--- config.mk ---
export PLATFORM = sky130hd
export DESIGN_NAME = funnel_2to1
export DESIGN_NICKNAME = d
export VERILOG_FILES = /design/src/rtl/funnel_pkg.sv /design/src/rtl/funnel_pair_fifo.sv /design/src/rtl/funnel_2to1.sv
export SDC_FILE = /design/constraint.sdc
export NUM_CORES = 1
export LEC_CHECK = 0
export ABC_AREA = 1
export BUFFER_PORTS_ARGS = -buffer_cell sky130_fd_sc_hd__buf_2
export CORE_MARGIN = 10
export CORE_UTILIZATION = 59
export CTS_BUF_LIST = sky130_fd_sc_hd__clkbuf_4
export DETAILED_ROUTE_END_ITERATION = 7
export GPL_ROUTABILITY_DRIVEN = 0
export HOLD_SLACK_MARGIN = 0.12
export PLACE_DENSITY = 0.81
export SKIP_CTS_REPAIR_TIMING = 1
export SYNTH_ARGS = -nofsm -noshare
export SYNTH_HDL_FRONTEND = slang
export SYNTH_SLANG_ARGS = --single-unit
export TNS_END_PERCENT = 5
--- constraint.sdc ---
create_clock -name clk -period 3.7 [get_ports clk]
set_input_delay 0.37 -clock clk [delete_from_list [all_inputs] [get_ports clk]]
set_output_delay 0.37 -clock clk [all_outputs]
set_load 0.01 [all_outputs]
--- src/rtl/funnel_pkg.sv ---
// funnel_pkg: shared types and constants for the 2-to-1 lane funnel.
// The optional word counter on funnel_2to1 is enabled by FUNNEL_2TO1_CNT_EN.
package funnel_pkg;

  // Lane word width used by the pair type.
  localparam int FUNNEL_WIDTH = 16;

  // Default pair FIFO depth in pairs (power of two, at least 2).
  localparam int FUNNEL_DEPTH = 2;

  // One accepted input pair; d0 is emitted first, d1 second.
  typedef struct packed {
    logic [FUNNEL_WIDTH-1:0] d0;
    logic [FUNNEL_WIDTH-1:0] d1;
  } funnel_pair_t;

  // Output stage: nothing presented, presenting d0, presenting d1.
  typedef enum logic [1:0] {
    EMPTY = 2'd0,
    LANE0 = 2'd1,
    LANE1 = 2'd2
  } funnel_state_t;

  // Pointer index width for a FIFO of the given depth (wrap bit not included).
  function automatic int funnel_ptr_w(input int depth);
    return $clog2(depth);
  endfunction

endpackage

--- src/rtl/funnel_pair_fifo.sv ---
// funnel_pair_fifo: small synchronous FIFO of funnel_pair_t.
// Pointers carry one extra wrap bit so full and empty are told apart
// without a separate occupancy counter; simultaneous push and pop leave
// the occupancy unchanged. Push is ignored when full, pop when empty.
module funnel_pair_fifo
  import funnel_pkg::*;
#(
  parameter int DEPTH = FUNNEL_DEPTH
) (
  input  logic         clk,
  input  logic         rst_n,
  input  logic         push,
  input  funnel_pair_t wr_pair,
  input  logic         pop,
  output funnel_pair_t head,
  output logic         full,
  output logic         empty
);

  localparam int AW = funnel_ptr_w(DEPTH);

  logic [AW:0]  wr_ptr_reg;
  logic [AW:0]  rd_ptr_reg;
  funnel_pair_t mem [DEPTH];
  logic         do_push;
  logic         do_pop;

  assign do_push = push && !full;
  assign do_pop  = pop && !empty;

  // Advance write/read pointers on accepted push/pop.
  always_ff @(posedge clk or negedge rst_n) begin
    if (!rst_n) begin
      wr_ptr_reg <= '0;
      rd_ptr_reg <= '0;
    end else begin
      if (do_push) wr_ptr_reg <= wr_ptr_reg + (AW+1)'(1);
      if (do_pop)  rd_ptr_reg <= rd_ptr_reg + (AW+1)'(1);
    end
  end

  // Pair storage; contents need no reset because the pointers gate access.
  always_ff @(posedge clk) begin
    if (do_push) mem[wr_ptr_reg[AW-1:0]] <= wr_pair;
  end

  // Head is visible immediately so the output stage can load it on pop.
  assign head  = mem[rd_ptr_reg[AW-1:0]];
  assign empty = (wr_ptr_reg == rd_ptr_reg);
  assign full  = (wr_ptr_reg[AW] != rd_ptr_reg[AW]) &&
                 (wr_ptr_reg[AW-1:0] == rd_ptr_reg[AW-1:0]);

endmodule

--- src/rtl/funnel_2to1.sv ---
// funnel_2to1: serialises lane pairs {din0, din1} into a single word stream,
// lane 0 first. A pair FIFO absorbs output backpressure; the output stage
// holds one more pair (dout plus hold_d1).
// Define FUNNEL_2TO1_CNT_EN to add the 32-bit word_cnt handshake counter.
// WIDTH must match FUNNEL_WIDTH since the pair type is fixed in funnel_pkg.
module funnel_2to1
  import funnel_pkg::*;
#(
  parameter int WIDTH = FUNNEL_WIDTH,
  parameter int DEPTH = FUNNEL_DEPTH
) (
  input  logic             clk,
  input  logic             rst_n,
  input  logic [WIDTH-1:0] din0,
  input  logic [WIDTH-1:0] din1,
  input  logic             in_valid,
  output logic             in_ready,
  output logic [WIDTH-1:0] dout,
  output logic             dout_lane,
  output logic             dout_valid,
  input  logic             dout_ready
`ifdef FUNNEL_2TO1_CNT_EN
  ,
  output logic [31:0]      word_cnt
`endif
);

  funnel_state_t    state_reg;
  funnel_state_t    state_next;
  logic             load;
  logic             load_head;
  logic             advance;
  logic             fifo_push;
  logic             fifo_pop;
  logic             fifo_full;
  logic             fifo_empty;
  funnel_pair_t     push_pair;
  funnel_pair_t     fifo_head;
  logic [WIDTH-1:0] dout_reg;
  logic             lane_reg;
  logic [WIDTH-1:0] hold_d1_reg;

  // in_ready depends only on registered FIFO pointers, never on dout_ready.
  assign in_ready    = !fifo_full;
  assign fifo_push   = in_valid && in_ready;
  assign push_pair.d0 = din0;
  assign push_pair.d1 = din1;

  funnel_pair_fifo #(
    .DEPTH (DEPTH)
  ) u_fifo (
    .clk     (clk),
    .rst_n   (rst_n),
    .push    (fifo_push),
    .wr_pair (push_pair),
    .pop     (fifo_pop),
    .head    (fifo_head),
    .full    (fifo_full),
    .empty   (fifo_empty)
  );

  // Output FSM state register.
  always_ff @(posedge clk or negedge rst_n) begin
    if (!rst_n) state_reg <= EMPTY;
    else        state_reg <= state_next;
  end

  // A new pair may enter the output stage when idle or when lane 1 leaves.
  assign load = (state_reg == EMPTY) || ((state_reg == LANE1) && dout_ready);

  // Next-state logic: load a pair, step lane 0 -> lane 1, or hold.
  always_comb begin
    state_next = state_reg;
    case (state_reg)
      EMPTY: begin
        state_next = fifo_empty ? EMPTY : LANE0;
      end
      LANE0: begin
        if (dout_ready) state_next = LANE1;
      end
      LANE1: begin
        if (dout_ready) state_next = fifo_empty ? EMPTY : LANE0;
      end
      default: state_next = EMPTY;
    endcase
  end

  // FSM outputs: valid flag, FIFO pop and datapath load/advance strobes.
  always_comb begin
    dout_valid = 1'b0;
    load_head  = 1'b0;
    advance    = 1'b0;
    case (state_reg)
      LANE0: begin
        dout_valid = 1'b1;
        advance    = dout_ready;
      end
      LANE1: begin
        dout_valid = 1'b1;
      end
      default: begin
        dout_valid = 1'b0;
      end
    endcase
    load_head = load && !fifo_empty;
  end

  assign fifo_pop = load_head;

  // Output datapath: present d0 and park d1 on load, then swap in d1.
  // When nothing is loaded dout keeps its last value.
  always_ff @(posedge clk or negedge rst_n) begin
    if (!rst_n) begin
      dout_reg    <= '0;
      lane_reg    <= 1'b0;
      hold_d1_reg <= '0;
    end else if (load_head) begin
      dout_reg    <= fifo_head.d0;
      lane_reg    <= 1'b0;
      hold_d1_reg <= fifo_head.d1;
    end else if (advance) begin
      dout_reg    <= hold_d1_reg;
      lane_reg    <= 1'b1;
    end
  end

  assign dout      = dout_reg;
  assign dout_lane = lane_reg;

`ifdef FUNNEL_2TO1_CNT_EN
  logic [31:0] word_cnt_reg;

  // Count output handshakes; wraps naturally at 2^32.
  always_ff @(posedge clk or negedge rst_n) begin
    if (!rst_n)                         word_cnt_reg <= '0;
    else if (dout_valid && dout_ready)  word_cnt_reg <= word_cnt_reg + 32'd1;
  end

  assign word_cnt = word_cnt_reg;
`endif

endmodule

Word-level counts from Yosys, hierarchy flattened
Memories as Yosys holds them, arrays and structs flattened. Index checks and enable logic that the tools add are counted.

Equal/unequal tests: 7. $add $sub $neg: 2. Muxes and demuxes: 12. Reduce and logical (&&, ||, !) cells: 13.

Operator list (count): $mux 16 (2); $mux 1 (7); $logic_and 1x1->1 (6); $pmux 2 s3 (1); $add 2x1->2 const B (2); $mux 2 (2); $ne 2x2->1 const B (2); $eq 2x1->1 const B (1); $eq 2x2->1 (1); $eq 2x2->1 const B (1); $logic_not 1->1 (2); $logic_not 2->1 (1); $reduce_and 2->1 (1); $reduce_bool 2->1 (1); $reduce_or 2->1 (1); $eq 1x1->1 (1); $logic_or 1x1->1 (1); $ne 1x1->1 (1).

Memories kept: 1. Register bits: 39. Output and inout bits: 19. Logic and storage cells: 41. Bits of input ports: 36. Memory bits (writable): 64.

Memory list: u_fifo.mem (depth 2, bits a word 32, read ports 1, clocked after memory_dff 0, wr ports 1, line funnel_pair_fifo.sv:24) `funnel_pair_t mem [DEPTH];`.

Depth between registers and ports, before layout
Word-level depth: 7. Mapped depth: 11. Mapped depth without buffers: 9.

Modules after synthesis
From an unflattened synthesis, not the netlist that was laid out.

Cells, all modules: 402. Area total of the unflattened synthesis: 4240.3 sq um.

Modules (own cells, without submodules): funnel_pair_fifo (seq. area each 2021.9 sq um, cells an instance 208, area each 2605.0 sq um, instances 1); funnel_2to1 (seq. area each 875.8 sq um, cells an instance 194, area each 1635.3 sq um, instances 1).

Least setup slack after synthesis
No wires, ideal clock.

Path kind: register to register. From: register u_fifo.rd_ptr_reg[0]. To: memory u_fifo.mem[1][0] (netlist name) (enable). Path buffers: 1. Stages on the path, launching flop included: 7. Clock period less this slack: 2.737 ns. Data required time: 3.276 ns. Data arrival time: 2.313 ns. Library setup time: 0.424 ns. Path slack: 0.963 ns. Path through: dfrtp_1 -> buf_4 -> nand2_1 -> nand2_2 -> nand3_1 -> nand2_1 -> nor2_1.

Word-level cells in the longest chain between the ends: 7.

RTL lines: start, declared (line funnel_pair_fifo.sv:23) `logic [AW:0] rd_ptr_reg;`; start signal, assigned (line funnel_pair_fifo.sv:38) `if (do_pop) rd_ptr_reg <= rd_ptr_reg + (AW+1)'(1);`; $eq 1x1->1 (*) (line funnel_pair_fifo.sv:51) `(wr_ptr_reg[AW-1:0] == rd_ptr_reg[AW-1:0]);`; $logic_and 1x1->1 (*) (line funnel_pair_fifo.sv:50) `assign full = (wr_ptr_reg[AW] != rd_ptr_reg[AW]) &&`; $logic_not 1->1 (*) (line funnel_2to1.sv:44) `assign in_ready = !fifo_full;`; named net in_ready (line funnel_2to1.sv:17) `output logic in_ready,`; $logic_and 1x1->1 (line funnel_2to1.sv:45) `assign fifo_push = in_valid && in_ready;`; $logic_and 1x1->1 (*) (line funnel_pair_fifo.sv:28) `assign do_push = push && !full;`; $mux 1 (*) (line funnel_pair_fifo.sv:44) `if (do_push) mem[wr_ptr_reg[AW-1:0]] <= wr_pair;`; $mux 1 (not written as such) (*) (line funnel_pair_fifo.sv:44); end, declared (line funnel_pair_fifo.sv:24).

Mark *: on every way through the listed nets, which the timed path passes. The rest lies on a longest branch.

Final worst setup path
From: register u_fifo.rd_ptr_reg[0]. To: output in_ready.

Word-level cells in the longest chain between the ends: 3.

RTL lines (line): $eq 1x1->1 (funnel_pair_fifo.sv:51); $logic_and 1x1->1 (funnel_pair_fifo.sv:50); $logic_not 1->1 (funnel_2to1.sv:44); end, declared (funnel_2to1.sv:17).

Every way passes these cells.

==> summary.md <==
| Metric | Value |
|---|---|
| Initial antenna violation count | `0` |
| Worst path arrival time | `1830 ps` |
| Seq pwr share | `0.426` |
| DRT Pass-1 Iters | `5` |
| Vias | `2840` |
| Worst slack, placed | `1580 ps` |
| Startpoint types | `flip-flop` |
| Total track usage | `0.151` |
| Worst vdd ir | `436 uV` |
| CP required | `3330 ps` |
| Net Sw Power | `0.00174 W` |
| Setup CP Type | `reg -> out` |
| Reg clk slew, reported paths | `160 ps` |
| Slew HR | `0.449` |
| Synthesized area | `0.00416 mm2` |
| Max Fclk | `0.454 GHz` |
| DRT antenna net count | `0` |
| CTS buffer count | `9` |
| Synth Register Bits | `103` |
| Setup violators final | `0` |
| Die area | `0.0108 mm2` |
| ANT cells | `0` |
| Sink Count | `103` |
| Clock group share of total power | `0.162` |
| Asr flop ratio synth | `0.379` |
| RSZ-0062 raised after global routing | `no` |
| Lkg Pwr | `2.37 nW` |
| Final worst setup slack | `1500 ps` |
| First-pass GRT wire length | `13300 um` |
| CTS HTree Levels | `3` |
| Tightest Pin Transition | `827 ps` |
| Initial core utilization | `0.610` |
| Setup TNS | `0 ps` |
| Port buffer count | `54` |
| Util after Layout | `0.731` |
| Post-layout minimum cycle time | `2200 ps` |
| Max FFs per register | `64` |
| Post-Layout Inst Area | `0.00500 mm2` |
| EDFF count, synth | `64` |
| CP max FO | `35` |
| I/O pins | `55` |
| Drt initial violations | `185` |
| Max Root-Sink Buffers | `2` |
| Die H | `104 um` |
| Slew Limit Fails | `0` |
| Hold slack | `170 ps` |
| Worst-Skew Late Latency | `460 ps` |
| Mapped Nets | `425` |
| Total global routing overflow | `0` |
| Period utilization | `0.596` |
| Drt wl/cell | `14.7 um` |
| Status | `complete, no violations` |
| Netlist cell types | `25` |
| Main synth FF type | `edfxtp_1` |
| Pin count of the biggest net entering global routing | `40` |
| Core area | `0.00683 mm2` |
| Post-Syn Instances | `385` |
| CP endpoint kind | `primary output` |
| Pwr Density | `846 mW/mm2` |
| Top post-synthesis cells by area | `edfxtp_1 46%, dfrtp_1 23%, nand2_1 17%, nand3_1 4.1%, nand2_2 1.8%` |
| DR DRC count | `0` |
| Vias in the first global route | `2730` |
| YS warnings | `0` |
| Clk_skew | `11.6 ps` |
| Switching share of total power | `0.412` |
| Post-synth top area share | `0.462` |
| Avg Cell Area, Syn | `10.8 um2` |
| Final hold viol count | `0` |
| DP Wirelength | `5380 um` |
| Final wirelength | `8400 um` |
| CTS tree | `built` |
| Internal power | `0.00248 W` |
| Max cap viols | `0` |
| Nets@finish | `510` |
| Cell taking the most area after synthesis | `edfxtp_1` |
| Root buffer cell | `clkbuf_4` |
| Layout cells sized above 1 | `0.196` |
| Hold Path Class | `in -> reg` |
| Comb power frac | `0.412` |
| Drt via density | `4.97` |
| Area added between synthesis and finish | `20.0%` |
| Die width | `104 um` |
| Placed cell area | `0.00448 mm2` |
| Placement Rows | `30` |
| Seq/Total Area, Yosys | `0.696` |
-- per-stage QoR --
stage | std cells | power [W]
5_1_grt | 571 | 0.00459
4_1_cts | 538 | 0.00422
2_1_floorplan | 385 | 0.00315
3_5_place_dp | 522 | 0.00354
3_3_place_gp | 522 | 0.00347
6_report | 571 | 0.00423
-- power by group through the flow --
| stage | Combinational (W) | Sequential [W] | Clock, W |
|---|---|---|---|
| finish | 0.00174 | 0.00180 | 0.000684 |
| global route | 0.00200 | 0.00183 | 0.000756 |
| CTS | 0.00173 | 0.00180 | 0.000690 |
| detailed placement | 0.00171 | 0.00183 | 0 |
| global placement | 0.00167 | 0.00181 | 0 |
| floorplan | 0.00131 | 0.00184 | 0 |
-- final timing paths --
check	start	endpoint	slack [ps]	depth (start not counted)
worst min register to register	hold_d1_reg[3]	hold_d1_reg[3]	500	2
max in group asynchronous	rst_n	hold_d1_reg[2]	2660	2
worst max register to register	u_fifo.rd_ptr_reg[0]	u_fifo.mem[1][24]	1530	8
worst min-delay path	in_valid	u_fifo.wr_ptr_reg[0]	170	3
min in group asynchronous	rst_n	u_fifo.wr_ptr_reg[1]	520	2
worst max-delay path	u_fifo.rd_ptr_reg[0]	in_ready	1500	6
-- cell usage after synthesis, types with 2 or more instances --
cell type / n
nor2_1: 4
inv_1: 4
buf_2: 6
nand3_1: 34
ha_1: 4
clkbuf_1: 5
nand2_1: 192
edfxtp_1: 64
buf_4: 3
o21ai_0: 3
dfrtp_1: 39
nand2_4: 2
nand2_2: 12
a21oi_1: 2
-- placed cells by master (no fill, tap or decap), drive strengths merged --
cell / instances
nand3: 34
a21o: 1
bufinv: 2
edfxtp: 64
buf: 57
dfrtp: 39
o21ai: 4
nor2: 4
dlygate4sd3: 33
clkinv: 2
nand2: 207
clkbuf: 9
a21oi: 2
xor2: 1
o211ai: 1
o21bai: 1
inv: 10
ha: 4
-- metal layers --
metal,vias to the layer above,share of wire,global-route usage
met2,85,0.47,0.221
met5,-,0,0
met1,1316,0.45,0.208
li1,1428,-,-
met4,0,0.020,0.0706
met3,11,0.058,0.0353
-- logic make-up after synthesis --
group	share of synthesized area
simple gates	0.246
xor+xnor	0.00210
flops	0.696
fa+ha+maj	0.0120
buf+inv	0.0315
compound gates	0.0126
-- worst max-delay path: stages (launching register included) --
cell	delay, ps
dfrtp_1	400
buf_4	250
inv_6	260
nand2_2	80
nand2_2	100
nand3_1	110
buf_2	170
-- layout make-up --
| type | instances | area [um2] |
|---|---|---|
| Clock buffer | 9 | 67.6 |
| Clock inverter | 7 | 114 |
| Fill cell | 467 | 1840 |
| Inverter | 7 | 33.8 |
| Multi-Input combinational cell | 259 | 1140 |
| Sequential cell | 103 | 2900 |
| Tap cell | 96 | 120 |
| Timing Repair Buffer | 90 | 623 |
Power figures use the tool's default switching activity.
